==> src/rtl/alu_pipe.sv <==
// alu_pipe: two-stage pipelined ALU with valid/ready handshake on both sides,
// an internal accumulator and a saturating signed-overflow event counter.
//
// Ports:
//   clk, rst                 clock, synchronous active-high reset
//   in_valid/in_ready        operand beat handshake (a, b, op, oe)
//   out_valid/out_ready      result beat handshake
//   y                        result, forced to 0 when the beat's oe=0
//   carry/overflow/parity/zero   result flags (computed on ungated result)
//   greater/is_eq/less       unsigned compare of the beat's a vs b
//   acc                      current accumulator value
//   ovf_count                saturating count of delivered beats with overflow=1
module alu_pipe #(
  parameter int unsigned WIDTH = 8,
  parameter int unsigned CNT_W = 8
) (
  input  logic             clk,
  input  logic             rst,
  input  logic             in_valid,
  output logic             in_ready,
  input  logic [WIDTH-1:0] a,
  input  logic [WIDTH-1:0] b,
  input  logic [2:0]       op,
  input  logic             oe,
  output logic             out_valid,
  input  logic             out_ready,
  output logic [WIDTH-1:0] y,
  output logic             carry,
  output logic             overflow,
  output logic             parity,
  output logic             zero,
  output logic             greater,
  output logic             is_eq,
  output logic             less,
  output logic [WIDTH-1:0] acc,
  output logic [CNT_W-1:0] ovf_count
);

  localparam int unsigned MSB = WIDTH - 1;

  typedef enum logic [2:0] {
    OP_ADD = 3'b000,
    OP_SUB = 3'b001,
    OP_AND = 3'b010,
    OP_OR  = 3'b011,
    OP_XOR = 3'b100,
    OP_SHL = 3'b101,
    OP_ACC = 3'b110,
    OP_CLR = 3'b111
  } op_e;

  // Stage 1 operand registers
  logic             s1_valid;
  logic [WIDTH-1:0] s1_a;
  logic [WIDTH-1:0] s1_b;
  op_e              s1_op;
  logic             s1_oe;

  // Holds in_ready low for the first cycle after reset is released
  logic             rdy_q;

  logic             s2_adv;
  logic             s1_adv;
  logic             s1_load;

  // Stage 1 combinational results
  logic [WIDTH:0]   ext;
  logic [WIDTH-1:0] r;
  logic             r_carry;
  logic             r_ovf;
  logic [WIDTH-1:0] acc_nxt;

  assign s2_adv   = !out_valid || out_ready;
  assign s1_adv   = s2_adv;
  assign in_ready = rdy_q && !rst && (!s1_valid || s1_adv);
  assign s1_load  = in_valid && in_ready;

  // Result, carry, overflow and accumulator next value from the S1 beat
  always_comb begin
    ext     = '0;
    r       = '0;
    r_carry = 1'b0;
    r_ovf   = 1'b0;
    acc_nxt = acc;
    unique case (s1_op)
      OP_ADD: begin
        ext     = {1'b0, s1_a} + {1'b0, s1_b};
        r       = ext[MSB:0];
        r_carry = ext[WIDTH];
        r_ovf   = (s1_a[MSB] == s1_b[MSB]) && (r[MSB] != s1_a[MSB]);
      end
      OP_SUB: begin
        // Bit WIDTH of the extended difference is the borrow (a < b)
        ext     = {1'b0, s1_a} - {1'b0, s1_b};
        r       = ext[MSB:0];
        r_carry = ext[WIDTH];
        r_ovf   = (s1_a[MSB] != s1_b[MSB]) && (r[MSB] != s1_a[MSB]);
      end
      OP_AND: r = s1_a & s1_b;
      OP_OR:  r = s1_a | s1_b;
      OP_XOR: r = s1_a ^ s1_b;
      OP_SHL: begin
        r       = s1_a << 1;
        r_carry = s1_a[MSB];
      end
      OP_ACC: begin
        ext     = {1'b0, acc} + {1'b0, s1_a};
        r       = ext[MSB:0];
        r_carry = ext[WIDTH];
        r_ovf   = (acc[MSB] == s1_a[MSB]) && (r[MSB] != acc[MSB]);
        acc_nxt = r;
      end
      OP_CLR: acc_nxt = '0;
      default: ;
    endcase
  end

  // Stage 1 register and reset-release flag
  always_ff @(posedge clk) begin
    if (rst) begin
      s1_valid <= 1'b0;
      s1_a     <= '0;
      s1_b     <= '0;
      s1_op    <= OP_ADD;
      s1_oe    <= 1'b0;
      rdy_q    <= 1'b0;
    end else begin
      rdy_q <= 1'b1;
      if (s1_load) begin
        s1_valid <= 1'b1;
        s1_a     <= a;
        s1_b     <= b;
        s1_op    <= op_e'(op);
        s1_oe    <= oe;
      end else if (s1_adv) begin
        s1_valid <= 1'b0;
      end
    end
  end

  // Stage 2 output register and accumulator; only moves when S2 may advance
  always_ff @(posedge clk) begin
    if (rst) begin
      out_valid <= 1'b0;
      y         <= '0;
      carry     <= 1'b0;
      overflow  <= 1'b0;
      parity    <= 1'b0;
      zero      <= 1'b0;
      greater   <= 1'b0;
      is_eq     <= 1'b0;
      less      <= 1'b0;
      acc       <= '0;
    end else if (s2_adv) begin
      out_valid <= s1_valid;
      if (s1_valid) begin
        y        <= s1_oe ? r : '0;
        carry    <= r_carry;
        overflow <= r_ovf;
        parity   <= ^r;
        zero     <= (r == '0);
        greater  <= (s1_a > s1_b);
        is_eq    <= (s1_a == s1_b);
        less     <= (s1_a < s1_b);
        acc      <= acc_nxt;
      end
    end
  end

  // Overflow event counter, counted at delivery and saturating at all-ones
  always_ff @(posedge clk) begin
    if (rst) begin
      ovf_count <= '0;
    end else if (out_valid && out_ready && overflow && (ovf_count != '1)) begin
      ovf_count <= ovf_count + CNT_W'(1);
    end
  end

endmodule
==> config.mk <==
export PLATFORM = sky130hd
export DESIGN_NAME = alu_pipe
export DESIGN_NICKNAME = d
export VERILOG_FILES = /design/src/rtl/alu_pipe.sv
export SDC_FILE = /design/constraint.sdc
export NUM_CORES = 1
export LEC_CHECK = 0
export CORE_MARGIN = 5
export CORE_UTILIZATION = 55
export CTS_CLUSTER_SIZE = 25
export DETAILED_ROUTE_END_ITERATION = 16
export PLACE_DENSITY = 0.84
export SLEW_MARGIN = 20
export SYNTH_ARGS = -nofsm -noshare
export SYNTH_HDL_FRONTEND = slang
export SYNTH_SLANG_ARGS = --single-unit
==> constraint.sdc <==
create_clock -name clk -period 3.89 [get_ports clk]
set_input_delay 0.778 -clock clk [delete_from_list [all_inputs] [get_ports clk]]
set_output_delay 0.778 -clock clk [all_outputs]
set_load 0.1 [all_outputs]
==> qor.csv, run 1 <==
metric;value;unit
n_antenna_cell;0;
fin_cells;629;
period_needed;3200;ps
tns;0;ps
max_freq;313;MHz
crit_arrival;3430;ps
wl_per_cell;16.7;um
avgSynthCellArea;7.96;sq um
cts-root-buf;clkbuf_8;
clockPowerShare;25.1;%
cts_resized;0;
reg2reg_depth;11;
worstPathRequired;4130;ps
nNetsFinal;597;
vias_per_cell;5.89;
synthFlopType;dfxtp_1;
grt_max_degree;46;
max_slew.worst_pin.slew;986;ps
power.share.sequential;45.7;%
tritoncts;yes;
synth_edf_count;0;
grt_util_all_layers;23.5;%
cpMaxStageDelayCell;ha_1;
grt_overflow_total;0;
cpMostUsedCell;ha_1;
ant_nets;0;
pre_cts_ws;740;ps
n_fill_cell;594;
cts.sinks;54;
grt_pass1_vias;3508;
hold_viol;0;
hold_class;reg2reg;
dp_cells;622;
row_count;30;
antenna_found_initial;0;
path_clk_slew;110;ps
status;finished, final reports clean;
final_util;67.2;%
initial_utilization;57.0;%
p_int;849;uW
report.final.slew_viol_count;0;
slew_headroom;34.1;%
post_cts_buffers;0;
design.portCount;57;
syn_area;3920;sq um
swShare;34.1;%
netlist_instances;492;
p_per_area;279;nW/um^2
drt-pass1-iter-count;4;
drt_wl_total;10500;um
crit_fanout;11;
synth.distinct_cells;62;
grt_pass1_wl;16700;um
hp-start;y[3]$_SDFFE_PP0P_;
clk_latency;320;ps
drc;0;
place.gp.congestion;0.950;
seqCellArea;1080;sq um
p_comb_share;29.2;%
die_h;94.4;um
yosysSeqAreaShare;27.6;%
htreeDepth;2;
switching_power;439;uW
dp_hpwl;8040;um
path_class;reg2reg;
vdd_ir_drop_max;0.000129;V
drv_cap;0;
floorplan.die_area;8910;sq um
worstHoldPathCells;2;
yosys_warnings;0;
core;6870;sq um
end_kind;flop;
finalClockSkew;9.72;ps
r2r_start;s1_a[3]$_SDFFE_PP0P_;
startpoint;s1_a[3]$_SDFFE_PP0P_;
crit_chain;inv_1 > ha_1 > nor2b_1 > a2111o_1 > and3_1 > or3_1 > a211oi_2 > ha_1 > xor2_1 > xnor2_1 > a211oi_1;
first_iter_violations;189;
die_w;94.4;um
setup_viol;0;
ys_ff_latch;54;
cts_buffer_depth;2;
drive_above_1_share;5.44;%
p_leak;0.00172;uW
via_count;3705;
place.port_buffers;56;
synth_nets;556;
cpPeakStageDelay;440;ps
cp-start-kind;flop;
period_share;82.2;%
rsz0062_at_grt;false;
holdBufCountCts;0;
area_delta_synth_final;17.9;%
multi_input_area;2590;sq um
numCtsBuffers;5;
setup_ws;694;ps
synthArstFlopShare;0;%
## critical path, delay by kind of cell, from the launching register on
kind | cells | cell delay, ps
AOI/OAI and AO/OA | 3 | 900
adders and majority gates | 2 | 730
and+or+nand+nor | 3 | 720
DFF | 1 | 410
xor gates and xnor gates | 2 | 270
buffers and inverters | 1 | 80
## cell type report
type                            count  area share, %
Inverter                           31           2.52
Multi-Input combinational cell    377           56.0
Clock buffer                        5           1.49
Tap cell                           96           2.60
Sequential cell                    54           23.4
Timing Repair Buffer               64           13.7
Clock inverter                      2          0.325
## worst paths after layout
| check | endpoint | slack (ps) |
|---|---|---|
| worst max-delay path | parity$_SDFFE_PP0P_ | 690 |
| worst min-delay path | y[3]$_SDFFE_PP0P_ | 460 |
| worst max register to register | parity$_SDFFE_PP0P_ | 690 |
| worst min register to register | y[3]$_SDFFE_PP0P_ | 460 |
## through the flow
step	hold slack [ps]	cell area, sq um	power, uW
floorplan	473	3920	873
global placement	446	4540	968
detailed placement	452	4540	971
CTS	467	4620	1290
global route	502	4620	1340
finish	462	4620	1290
## sequential cells by signal, summed over array words and instances, names as in the netlist
| name | count |
|---|---|
| acc | 8 |
| ovf_count | 8 |
| parity | 1 |
| is_eq | 1 |
| out_valid | 1 |
| y | 8 |
| s1_valid | 1 |
| greater | 1 |
| s1_op | 3 |
| less | 1 |
| s1_b | 8 |
| overflow | 1 |
| s1_oe | 1 |
| rdy_q | 1 |
| s1_a | 8 |
| carry | 1 |
| zero | 1 |
## cell usage after synthesis, drive strengths merged (3+ instances only)
cell type   n  area [sq um]
clkbuf     16          60.1
mux2i       8          80.1
fa          3          60.1
buf        14          73.8
a21o        3          22.5
inv        31           116
a21oi      34           174
and2        3          18.8
or3         7          43.8
and3        4          25.0
o21ai      22           110
nor2b      13          81.3
dfxtp      54          1080
nor4        3          18.8
a31oi       5          31.3
ha         37           463
mux2        4          45.0
xnor2       9          78.8
a2bb2oi     3          26.3
o22ai       4          25.0
nand3b      4          30.0
nor2       39           146
nor3b       7          52.6
o21bai      3          22.5
a211oi     10          80.1
xor2        7          61.3
a22oi       4          30.0
nand2      47           176
nor3       13          65.1
o31ai      22           165
o211ai      3          22.5
nand3      18          90.1
nand2b      8          57.6
## power groups by stage
stage / combinational (uW) / sequential, uW / clock, uW
6_report: 376 / 589 / 323
5_1_grt: 408 / 591 / 345
4_1_cts: 372 / 589 / 329
3_5_place_dp: 370 / 601 / 0
3_3_place_gp: 368 / 600 / 0
2_1_floorplan: 250 / 623 / 0
## layout by cell type, fill, tap and decap left out, drive strengths merged, types with 10 or more instances in the layout
master and n:
nand3 18, o21ai 22, clkdlybuf4s50 55, a211oi 10, nor2 39, dfxtp 54, nor3 13, o31ai 22
nand2 47, inv 31, ha 37, a21oi 34, nor2b 13
## routing by layer
metal | track usage (%) | routed length, um
met3 | 3.90 | 581
met1 | 29.1 | 4500
met5 | 0 | 0
met2 | 41.4 | 5160
met4 | 7.58 | 240
## cells by family (layout without fill, tap and decap cells)
logic type               count (synthesis)  in the layout  synth area share [%]
buffers and inverters                   61            102                  6.39
adder cells (fa/ha/maj)                 40             40                  13.3
multiplexers                            13             13                  3.77
XOR/XNOR                                16             16                  3.58
AND/OR/NAND/NOR                        172            172                  21.8
flip-flops                              54             54                  27.6
AO/OA/AOI/OAI                          136            136                  23.5
No activity file was read; power rests on OpenSTA's default activity.
==> inputs of run 2 (changes only) <==
Clock period 3.89 ns to 3.1 ns, I/O delays scaled along.
==> qor.csv, run 2 (synthesis gave the netlist of run 1 again) <==
metric;value;unit;change
status;finished, final reports clean;;
nNetsFinal;615;;+3.0%
crit_arrival;3250;ps;-180 ps
cts_buffer_depth;2;;unchanged
worstPathRequired;3340;ps;-790 ps
power.share.sequential;42.6;%;-3.1 points
area_delta_synth_final;22.1;%;
seqCellArea;1090;sq um;+0.93%
worstHoldPathCells;2;;unchanged
design.portCount;57;;unchanged
die_h;94.4;um;unchanged
reg2reg_depth;13;;+2
max_freq;332;MHz;+6.1%
fin_area;4780;sq um;+3.6%
wl_per_cell;17.1;um;+2.6%
grt_max_degree;46;;unchanged
htreeDepth;2;;unchanged
via_count;3884;;+4.8%
grt_pass1_vias;3680;;+4.9%
initial_utilization;57.0;%;unchanged
reg2reg_slack;90;ps;-610 ps
switching_power;592;uW;+35%
numCtsBuffers;5;;unchanged
row_count;30;;unchanged
p_per_area;360;nW/um^2;+29%
end_kind;flop;;
hold_class;reg2reg;;
cts-root-buf;clkbuf_8;;
setup_viol;0;;unchanged
final_common_cell;buf_4;;
path_class;reg2reg;;
r2r_end;parity$_SDFFE_PP0P_;;
drv_cap;0;;unchanged
max_slew.worst_pin.slew;708;ps;-279 ps
dp_hpwl;8250;um;+2.7%
drive_above_1_share;17.9;%;+12 points
slew_headroom;52.7;%;+19 points
multi_input_area;2660;sq um;+2.8%
finalClockSkew;9.91;ps;+0.188 ps
drt_wl_total;11100;um;+5.7%
min_to;y[3]$_SDFFE_PP0P_;;
vdd_ir_drop_max;0.000245;V;+90%
p_leak;0.00190;uW;+11%
p_int;1130;uW;+33%
core;6870;sq um;unchanged
grt_overflow_total;0;;unchanged
drt-pass1-iter-count;5;;+1
r2r_start;s1_a[0]$_SDFFE_PP0P_;;
place_area;4580;sq um;+0.99%
hold_viol;0;;unchanged
holdBufCountCts;0;;unchanged
hold_ws;460;ps;-2.37 ps
tritoncts;yes;;
drc;0;;unchanged
n_fill_cell;585;;-1.5%
period_needed;3010;ps;-184 ps
n_antenna_cell;0;;unchanged
path_clk_slew;110;ps;about the same
period_share;97.2;%;+15 points
die_w;94.4;um;unchanged
p_comb_share;31.2;%;+2.0 points
place.gp.congestion;0.914;;-3.7%
ant_nets;0;;unchanged
grt_util_all_layers;24.6;%;+1.1 points
cp-start-kind;flop;;
cts.sinks;54;;unchanged
antenna_found_initial;0;;unchanged
first_iter_violations;241;;+28%
clockPowerShare;26.1;%;+1.0 points
crit_fanout;4;;-7
clk_latency;330;ps;about the same
hp-start;y[3]$_SDFFE_PP0P_;;
vias_per_cell;5.99;;+1.8%
swShare;34.4;%;+0.34 points
place.port_buffers;56;;unchanged
floorplan.die_area;8910;sq um;unchanged
mostFrequentLayoutCells;57 x buf_4, 47 x nand2_1, 46 x dfxtp_1;;
grt_pass1_wl;17400;um;+4.2%
report.final.slew_viol_count;0;;unchanged
-- run 2: timing repair --
item | CTS | global route
setup endpoints to repair | 1 | 1
pin swaps | 0 | 7
setup buffers | 0 | 4
resized for setup | 3 | 16
-- run 2: layout make-up --
class | count | share of cell area (%)
Inverter | 31 | 2.43
Clock buffer | 6 | 1.73
Tap cell | 96 | 2.51
Timing Repair Buffer | 82 | 14.6
Multi-Input combinational cell | 377 | 55.6
Clock inverter | 2 | 0.366
Sequential cell | 54 | 22.8
-- run 2: critical path: stages, from the launching register on --
cell      delay [ps]
dfxtp_2          380
inv_2             60
ha_4             170
inv_2             60
fa_2             230
nand2b_4          60
a2111o_1         450
and3_1           180
or3_1            360
a211oi_2         210
ha_1             290
xor2_1           160
xnor2_1          120
a211oi_1         200
-- run 2: worst max path at each step --
stage	slack, ps	from	depth (start not counted)	end
floorplan	110	acc[6]$_SDFFE_PP0P_	9	parity$_SDFFE_PP0P_
global placement	100	s1_a[0]$_SDFFE_PP0P_	13	parity$_SDFFE_PP0P_
detailed placement	-10	s1_a[0]$_SDFFE_PP0P_	13	parity$_SDFFE_PP0P_
CTS	9	s1_b[2]$_SDFFE_PP0P_	13	parity$_SDFFE_PP0P_
global route	-9	s1_a[2]$_SDFFE_PP0P_	12	parity$_SDFFE_PP0P_
finish	90	s1_a[0]$_SDFFE_PP0P_	13	parity$_SDFFE_PP0P_
-- run 2: stage by stage --
stage	TNS (ps)	cells	utilization [%]	power [uW]	worst slack (ps)
2_1_floorplan	0	492	-	1100	113
3_3_place_gp	0	636	66.7	1240	96.6
3_5_place_dp	-10.3	636	66.7	1250	-10.3
4_1_cts	0	644	68.3	1690	9.11
5_1_grt	-8.79	648	69.7	1790	-8.79
6_report	0	648	69.7	1720	87.2
-- run 2: power by group through the flow --
| stage | Combinational (uW) | Sequential, uW | Clock [uW] |
|---|---|---|---|
| 2_1_floorplan | 314 | 782 | 0 |
| 3_5_place_dp | 497 | 749 | 0 |
| 4_1_cts | 503 | 733 | 457 |
| 6_report | 538 | 734 | 450 |
| 5_1_grt | 577 | 737 | 479 |
| 3_3_place_gp | 488 | 747 | 0 |
-- run 2: layer usage --
layer  wire [um]  global-route usage, %  vias up  part of all wire (%)
met5           0                      0        -                     0
met4         286                   9.27        0                   2.6
met3         641                   3.82       25                   5.8
met2        5470                   42.6      147                    49
met1        4680                   30.8     1840                    42
li1            -                      -     1872                     -
==> inputs of run 3 (changes only) <==
Settings changed: MAX_ROUTING_LAYER set to met4.
==> qor.csv, run 3 (synthesis gave the netlist of run 1 again) <==
metric;value;unit;change
startpoint;s1_a[0]$_SDFFE_PP0P_;;
antenna_found_initial;0;;unchanged
vias_per_cell;5.90;;-1.6%
max_slew.worst_pin.slew;673;ps;-34.8 ps
ant_nets;0;;unchanged
vdd_ir_drop_max;0.000260;V;+6.1%
swShare;32.9;%;-1.5 points
nNetsFinal;619;;+0.65%
grt_pass1_vias;3678;;-0.054%
max_freq;337;MHz;+1.5%
initial_utilization;57.0;%;unchanged
reg2reg_depth;13;;unchanged
period_share;95.7;%;-1.5 points
status;finished, final reports clean;;
clk_latency;330;ps;about the same
crit_end;parity$_SDFFE_PP0P_;;
die_h;94.4;um;unchanged
cp-start-kind;flop;;
crit_fanout;3;;-1
hold_viol;0;;unchanged
hold_class;reg2reg;;
power.share.sequential;41.5;%;-1.1 points
grt_pass1_wl;17800;um;+2.0%
path_clk_slew;110;ps;about the same
drt_wl_total;11300;um;+1.7%
grt_util_all_layers;26.0;%;+1.4 points
crit_arrival;3220;ps;-30 ps
end_kind;flop;;
p_int;1180;uW;+4.8%
worstPathRequired;3350;ps;about the same
holdBufCountCts;0;;unchanged
first_iter_violations;207;;-14%
final_util;69.7;%;about the same
finalClockSkew;9.97;ps;+0.0537 ps
report.final.slew_viol_count;0;;unchanged
switching_power;582;uW;-1.8%
dp_cells;642;;+0.94%
clockPowerShare;28.1;%;+2.0 points
grt_overflow_total;0;;unchanged
dp_hpwl;8480;um;+2.7%
p_comb_share;30.3;%;-0.9 points
via_count;3841;;-1.1%
final_common_cell;buf_4;;
p_leak;0.00192;uW;+0.61%
power.total;1760;uW;+2.5%
r2r_end;parity$_SDFFE_PP0P_;;
place.gp.congestion;0.959;;+4.9%
path_class;reg2reg;;
area_delta_synth_final;22.2;%;about the same
n_antenna_cell;0;;unchanged
cts-root-buf;clkbuf_8;;
period_needed;2970;ps;-45.8 ps
grt_max_degree;46;;unchanged
p_per_area;369;nW/um^2;+2.4%
drive_above_1_share;18.4;%;+0.44 points
drt-pass1-iter-count;5;;unchanged
fin_cells;651;;+0.46%
numCtsBuffers;5;;unchanged
cts.sinks;54;;unchanged
n_fill_cell;568;;-2.9%
tritoncts;yes;;
slew_headroom;55.0;%;+2.3 points
r2r_start;s1_a[0]$_SDFFE_PP0P_;;
core;6870;sq um;unchanged
drc;0;;unchanged
worstHoldPathCells;2;;unchanged
row_count;30;;unchanged
htreeDepth;2;;unchanged
design.portCount;57;;unchanged
place.port_buffers;56;;unchanged
mostFrequentLayoutCells;61 x buf_4, 47 x nand2_1, 44 x dfxtp_1;;
setup_viol;0;;unchanged
floorplan.die_area;8910;sq um;unchanged
wl_per_cell;17.3;um;+1.2%
cts_buffer_depth;2;;unchanged
drv_cap;0;;unchanged
reg2reg_slack;130;ps;+50 ps
die_w;94.4;um;unchanged
## run 3: changes by cell type in the layout (fill, tap and decap cells not counted), moves of 2 or more
cell	previous run	this run
dfxtp_1	46	44
nor3_2	0	2
buf_4	57	61
dfxtp_2	8	10
nor3_4	2	0
## run 3: layout make-up
class,count,area [sq um],area share (%)
multi-input cells,377,2620,54.8
flip-flops and latches,54,1090,22.8
repair buffers,86,728,15.2
well taps,96,120,2.51
inverters,31,116,2.43
clock buffers,5,68.8,1.44
clock inverters,2,38.8,0.810
## run 3: worst min-delay path by stage
stage                          start  slack, ps               endpoint
2_1_floorplan  s1_valid$_SDFFE_PP0P_        470  s1_valid$_SDFFE_PP0P_
3_3_place_gp       y[3]$_SDFFE_PP0P_        450      y[3]$_SDFFE_PP0P_
3_5_place_dp       y[3]$_SDFFE_PP0P_        450      y[3]$_SDFFE_PP0P_
4_1_cts            y[3]$_SDFFE_PP0P_        460      y[3]$_SDFFE_PP0P_
5_1_grt            y[3]$_SDFFE_PP0P_        480      y[3]$_SDFFE_PP0P_
6_report           y[3]$_SDFFE_PP0P_        460      y[3]$_SDFFE_PP0P_
## run 3: worst max-delay path, stage by stage, from the launching register on
cell      delay [ps]
dfxtp_2          350
inv_1             50
ha_2             190
inv_2             60
fa_2             230
nand2b_4          60
a2111o_1         450
and3_1           180
or3_4            370
a211oi_2         190
ha_1             280
xor2_1           170
xnor2_1          130
a211oi_1         180
## run 3: what timing repair did
item                       CTS  global route
buffers inserted             0             2
resized for setup            0            14
setup endpoints to repair    0             1
## run 3: per-layer routing
metal	GRT usage (%)	vias to the layer above	share of wire [%]	wire length, um
met5	-	-	0	0
met4	11.4	0	3.2	366
met2	42.4	107	49	5520
met3	3.98	31	4.4	491
li1	-	1885	-	-
met1	31.8	1818	43	4890
## run 3: power groups by stage
stage          logic [uW]  clock network (uW)  registers (uW)
3_5_place_dp          506                   0             748
6_report              535                 497             733
2_1_floorplan         314                   0             782
4_1_cts               509                 500             732
3_3_place_gp          497                   0             747
5_1_grt               582                 527             736
## run 3: metrics by stage
| stage | TNS (ps) | setup WS [ps] | area (sq um) | hold slack (ps) |
|---|---|---|---|---|
| 2_1_floorplan | 0 | 113 | 3930 | 473 |
| 3_3_place_gp | 0 | 99.0 | 4630 | 446 |
| 3_5_place_dp | 0 | 57.1 | 4630 | 447 |
| 4_1_cts | 0 | 26.8 | 4730 | 460 |
| 5_1_grt | -16.5 | -16.5 | 4790 | 485 |
| 6_report | 0 | 133 | 4790 | 457 |
